File: src/rtl/sorted_ram_pkg.sv
// rtl/sorted_ram_pkg.sv - shared sizes and loader state encoding for the sorted lookup RAM
package sorted_ram_pkg;

    localparam int DEPTH  = 32;
    localparam int ADDR_W = 5;
    localparam int DATA_W = 8;

    typedef enum logic [1:0] {
        S_IDLE,
        S_READ,
        S_CMP,
        S_PLACE
    } state_e;

endpackage

File: src/rtl/sorted_ram_loader.sv
// rtl/sorted_ram_loader.sv - insertion-sort write side of the 32x8 sorted lookup RAM
module sorted_ram_loader
    import sorted_ram_pkg::*;
(
    input  logic              clk,
    input  logic              rst_n,
    input  logic              enable_i,
    input  logic              clear_i,
    input  logic              in_valid_i,
    input  logic [DATA_W-1:0] in_data_i,
    output logic              in_ready_o,
    output logic [ADDR_W-1:0] ram_addr_o,
    output logic [DATA_W-1:0] ram_wdata_o,
    output logic              ram_wren_o,
    input  logic [DATA_W-1:0] ram_q_i,
    output logic [ADDR_W:0]   count_o,
    output logic              full_o,
    output logic              busy_o,
    output logic              done_o
);

    localparam logic [ADDR_W:0] FULL_COUNT = (ADDR_W + 1)'(DEPTH);

    state_e              state_q, state_d;
    logic [ADDR_W-1:0]   idx_q, idx_d;
    logic [DATA_W-1:0]   x_q, x_d;
    logic [ADDR_W:0]     count_q, count_d;

    always_ff @(posedge clk or negedge rst_n) begin
        if (!rst_n) begin
            state_q <= S_IDLE;
            idx_q   <= '0;
            x_q     <= '0;
            count_q <= '0;
        end else begin
            state_q <= state_d;
            idx_q   <= idx_d;
            x_q     <= x_d;
            count_q <= count_d;
        end
    end

    assign count_o    = count_q;
    assign full_o     = (count_q == FULL_COUNT);
    assign busy_o     = (state_q != S_IDLE);
    assign in_ready_o = (state_q == S_IDLE) && !full_o && enable_i && !clear_i;

    // RAM outputs are decoded from state so an async reset drops wren in the same cycle
    always_comb begin
        state_d     = state_q;
        idx_d       = idx_q;
        x_d         = x_q;
        count_d     = count_q;
        ram_addr_o  = '0;
        ram_wdata_o = '0;
        ram_wren_o  = 1'b0;
        done_o      = 1'b0;
        case (state_q)
            S_IDLE: begin
                if (enable_i && clear_i) begin
                    count_d = '0;
                end else if (in_ready_o && in_valid_i) begin
                    x_d     = in_data_i;
                    idx_d   = count_q[ADDR_W-1:0];
                    state_d = (count_q == '0) ? S_PLACE : S_READ;
                end
            end
            S_READ: begin
                ram_addr_o = idx_q - 1'b1;
                if (enable_i) state_d = S_CMP;
            end
            S_CMP: begin
                ram_addr_o = idx_q;
                // A freeze here may let ram_q go stale, so the neighbour is fetched again
                if (!enable_i) begin
                    state_d = S_READ;
                end else if (ram_q_i > x_q) begin
                    ram_wdata_o = ram_q_i;
                    ram_wren_o  = 1'b1;
                    idx_d       = idx_q - 1'b1;
                    state_d     = (idx_q == ADDR_W'(1)) ? S_PLACE : S_READ;
                end else begin
                    state_d = S_PLACE;
                end
            end
            S_PLACE: begin
                ram_addr_o  = idx_q;
                ram_wdata_o = x_q;
                if (enable_i) begin
                    ram_wren_o = 1'b1;
                    done_o     = 1'b1;
                    count_d    = count_q + 1'b1;
                    state_d    = S_IDLE;
                end
            end
            default: state_d = S_IDLE;
        endcase
    end

endmodule

File: config.mk
export PLATFORM = sky130hd
export DESIGN_NAME = sorted_ram_loader
export DESIGN_NICKNAME = d
export VERILOG_FILES = /design/src/rtl/sorted_ram_pkg.sv /design/src/rtl/sorted_ram_loader.sv
export SDC_FILE = /design/constraint.sdc
export NUM_CORES = 1
export LEC_CHECK = 0
export ABC_AREA = 1
export CORE_ASPECT_RATIO = 1.25
export CORE_UTILIZATION = 49
export CTS_BUF_LIST = sky130_fd_sc_hd__clkbuf_8
export DETAILED_ROUTE_END_ITERATION = 8
export PLACE_DENSITY = 0.82
export SYNTH_ARGS = -nofsm -noshare
export SYNTH_HDL_FRONTEND = slang
export SYNTH_SLANG_ARGS = --single-unit
File: constraint.sdc
create_clock -name clk -period 1.75 [get_ports clk]
set_clock_uncertainty 0.05 [all_clocks]
set_input_delay 0.35 -clock clk [delete_from_list [all_inputs] [get_ports clk]]
set_output_delay 0.35 -clock clk [all_outputs]
set_load 0.03 [all_outputs]
==> flow_summary_export.csv, run 1 <==
group,metric,value,unit
yosys,yosys_warnings,0,
placed_design,io_buffer_count,44,
yosys,synth_seq_area_share,0.342,
yosys,synth.top_cells.by_area,"dfrtp_1 34%, ha_1 9.8%, inv_1 9.0%, nand2_1 9.0%, o22ai_1 4.5%",
placed_design,gp_congestion,0.849,
yosys,ys.flop_type,"dfrtp_1",
clock_tree,cts_made_buffers,3,
yosys,yosysTopAreaCellShare,0.342,
outcome,error_line,"[ERROR DPL-0038] Utilization greater than 100%, impossible to legalize",
yosys,synthArstFlopShare,1.00,
die,die_w,52.1,um
die,start_util,0.517,
placed_design,hpwlAfterDp,3230,um
yosys,synth.largest_area_cell,"dfrtp_1",
yosys,syn-cell-area,0.00154,mm^2
timing,crit_endpoint,"ram_wdata_o[1]",
die,rows,22,
clock_tree,clock-sinks,21,
timing,worst-ep-kind,"output port",
outcome,haltStage,"5_1_grt",
yosys,synth_commonest_cells,"37 x inv_1, 37 x nand2_1, 21 x dfrtp_1, 17 x nor2_1",
yosys,synth_edf_count,0,
yosys,mappedNetlistNets,232,
clock_tree,cts_buffer_depth,2,
yosys,synth-seq-cells,21,
clock_tree,cts_root_buf,"clkbuf_8",
yosys,syn_avg_cell_area,7.73,um^2
yosys,synth_cell_types,30,
die,fp.dieH,64.6,um
clock_tree,cts_max_level,1,
die,num_io_pins,45,
grt,grt_max_degree,22,
outcome,status,"stopped before the end",
yosys,syn_inst,199,
==> metrics by stage <==
| stage | util | setup slack, ns | TNS, ns | area [um^2] | std cells |
|---|---|---|---|---|---|
| after floorplan | - | -0.142 | -1.09 | 1750 | 199 |
| after global placement | 0.815 | -0.687 | -10.68 | 2420 | 308 |
| after detailed placement | 0.815 | -0.733 | -11.60 | 2420 | 308 |
| after CTS | 0.926 | -0.524 | -5.31 | 2750 | 330 |
==> logic make-up after synthesis <==
| group | synth area share |
|---|---|
| mux | 0.00976 |
| buf+inv | 0.107 |
| simple gates | 0.261 |
| fa+ha+maj | 0.0976 |
| xor+xnor | 0.0171 |
| compound gates | 0.165 |
| flops | 0.342 |
==> timing repair <==
action	in CTS
resized for setup	52
hold buffers	0
endpoints found under the setup margin	27
cloned	1
pin swaps	11
setup buffers	18
==> run 2, diff against run 1 <==
CORE_ASPECT_RATIO = not set   (was 1.25)
CORE_UTILIZATION = 36   (was 49)
CTS_BUF_LIST = not set   (was sky130_fd_sc_hd__clkbuf_8)
PLACE_DENSITY = not set   (was 0.82)
PLACE_DENSITY_LB_ADDON = 0.15   (was not set)
==> run 2 against run 1 <==
The flow now finishes, with violations (setup timing). Synthesized area unchanged. Synthesized cell count did not move.
==> flow_summary_export.csv, run 2 <==
group,metric,value,unit
clock_tree,clk_latency,0.27,ns
placed_design,dpl_cell_area,0.00248,mm^2
clock_tree,cts_hold_buf,0,
layout,nets,336,
timing,rsz0062_at_grt,"true",
clock_tree,cts_made_buffers,3,
yosys,syn_inst,199,
setup_path,cp_common_cell,"nand2_2",
layout,stdcell_area,0.00305,mm^2
route,route.met3.wl,138,um
timing,fin_crit_sh,1.27,
setup_path,crit_path_max_fanout,7,
layout,multi_input_area,0.00131,mm^2
yosys,synthArstFlopShare,1.00,
route,ant_nets,0,
route,top_layer,"met4",
die,fp.dieH,67.4,um
grt,grt_overflow,0,
placed_design,post-place-ws,-0.719,ns
yosys,syn_avg_cell_area,7.73,um^2
clock_tree,clk_pin_slew,0.08,ns
pwr,ir_drop,878,uV
layout,drive_above_1_share,0.573,
timing,timing.final.ws_setup,-0.473,ns
layout,final_util,0.751,
hold_path,min_path_type,"primary input to asynchronous set/reset pin",
timing,finalSetupViolCount,21,
route,drt-wirelength-per-cell,13.4,um
timing,clock.fmax,450,MHz
yosys,syn-cell-area,0.00154,mm^2
yosys,yosys_warnings,0,
setup_path,crit_type,"register to output pin",
timing,relSlewSlack,0.763,
die,rows,23,
route,dr_wl_met2,2450,um
grt,grt_pass1_wl,7060,um
pwr,leakagePower,0.00144,uW
clock_tree,clock-sinks,21,
setup_path,arrival,1.82,ns
pwr,power_density,1600,mW/mm^2
layout,top_register,"x_q",
yosys,synth.largest_area_cell,"dfrtp_1",
placed_design,io_buffer_count,44,
setup_path,cp-end-kind,"output pin",
route,dr.pass1.iters,4,
outcome,status,"finished, violations left",
route,drc,0,
layout,layout.area.seq,529,um^2
layout,syn2layout_area_growth,98.0,%
die,core,0.00406,mm^2
die,die_w,67.4,um
placed_design,place_inst,326,
timing,hold_viol_final,0,
setup_path,slowest_stage,"dfrtp_1",
setup_path,r2r_setup_slack,-0.16,ns
setup_path,cp.required,1.35,ns
grt,grtUsageTotal,0.209,
setup_path,crit_path_start_kind,"register",
route,drtIter0Drc,76,
setup_path,cp_num_buf_inv,3,
route,wl_met1,2040,um
setup_path,crit_chain,"inv_2, ha_4, nand2_2, nor2_1, nor2_2, nand2_2, nand3_4, buf_12, o22ai_4, buf_6",
yosys,ys.flop_type,"dfrtp_1",
yosys,synth_seq_area_share,0.342,
placed_design,gp_congestion,0.814,
yosys,mappedNetlistNets,232,
timing,maxSlewViolCount,0,
placed_design,hpwlAfterDp,3050,um
job,maxCapViolCount,0,
yosys,synth_edf_count,0,
route,vias,1711,
grt,grt_max_degree,22,
pwr,total_power,4870,uW
route,wl,4710,um
yosys,synth-seq-cells,21,
yosys,yosysTopAreaCellShare,0.342,
layout,layout_commonest_cell,"buf_4",
setup_path,max_stage_delay,0.34,ns
clock_tree,cts_tree,"built",
outcome,failed_checks,"setup timing",
layout,antenna_cells,0,
route,avgViaCountPerCell,4.86,
timing,finalCriticalPeriod,2.22,ns
yosys,synth.top_cells.by_area,"dfrtp_1 34%, ha_1 9.8%, inv_1 9.0%, nand2_1 9.0%, o22ai_1 4.5%",
die,die-area,0.00454,mm^2
clock_tree,cts_max_level,1,
layout,largest_reg_flops,8,
grt,grt_pass1_vias,1566,
yosys,synth_cell_types,30,
yosys,synth_commonest_cells,"37 x inv_1, 37 x nand2_1, 21 x dfrtp_1, 17 x nor2_1",
die,num_io_pins,45,
layout,final_cells,352,
grt,antenna_found_initial,0,
clock_tree,cts_buffer_depth,2,
layout,fillers,289,
timing,max_slew.worst_pin.slew,0.353,ns
die,start_util,0.379,
clock_tree,cts_root_buf,"clkbuf_8",
setup_path,critical_path.top_delay_family,"simple AND/OR/NAND/NOR gates",
layout,layout_common_cells,"42 x buf_4, 26 x buf_6, 24 x nand2_1",
-- run 2: cell counts after synthesis --
Identical to the previous run, type by type.
-- run 2: stage by stage --
step / hold WS [ns] / setup TNS [ns]
floorplan: 0.00441 / -1.09
global placement: 0.507 / -11.47
detailed placement: 0.512 / -11.36
CTS: 0.389 / -4.68
global route: 0.408 / -7.41
finish: 0.365 / -5.20
-- run 2: kinds of logic after synthesis --
logic type / after synthesis / synth area share
multiplexers: 1 / 0.00976
buffers and inverters: 42 / 0.107
AO/OA/AOI/OAI: 40 / 0.165
adder cells (fa/ha/maj): 12 / 0.0976
AND/OR/NAND/NOR: 80 / 0.261
flip-flops: 21 / 0.342
XOR/XNOR: 3 / 0.0171
-- run 2: what timing repair did --
| item | in CTS | in global routing |
|---|---|---|
| setup endpoints to repair | 27 | 32 |
| pin swaps | 14 | 20 |
| setup buffers | 9 | 11 |
| resized for setup | 49 | 53 |
| gates cloned | 0 | 2 |
-- run 2: per-layer routing --
metal / vias up / global-route usage
met5: - / 0
met4: 0 / 0.0824
met3: 7 / 0.0203
met2: 33 / 0.366
met1: 818 / 0.262
li1: 853 / -
-- run 2: report_power, final --
part,switching (uW),total [uW],internal (uW)
clock network,188,348,160
logic,1980,3730,1740
registers,122,798,676
-- run 2: path summary, 6_finish.rpt --
kind,from,cells past startpoint,endpoint
max reg2reg,x_q[5],12,idx_q[3]
max,x_q[6],10,ram_wdata_o[4]
max in group asynchronous,rst_n,2,state_q[1]
min in group clk,enable_i,3,state_q[0]
min,rst_n,2,idx_q[1]
min reg2reg,state_q[0],2,state_q[0]
-- run 2: layout make-up --
type | count | share of cell area
inverter | 40 | 0.0509
clock buffer | 3 | 0.0136
tap | 50 | 0.0205
multi-input combinational | 138 | 0.429
sequential | 21 | 0.174
timing repair buffer | 99 | 0.310
clock inverter | 1 | 0.00164
-- run 2: worst reg2reg max path, delay by kind of cell, from the launching register on --
kind | cells | cell delay, ns
AOI/OAI and AO/OA | 1 | 0.07
adders and majority gates | 1 | 0.27
DFF | 1 | 0.34
and+or+nand+nor | 6 | 0.62
buffers and inverters | 4 | 0.45
No activity file was read; power rests on OpenSTA's default activity.
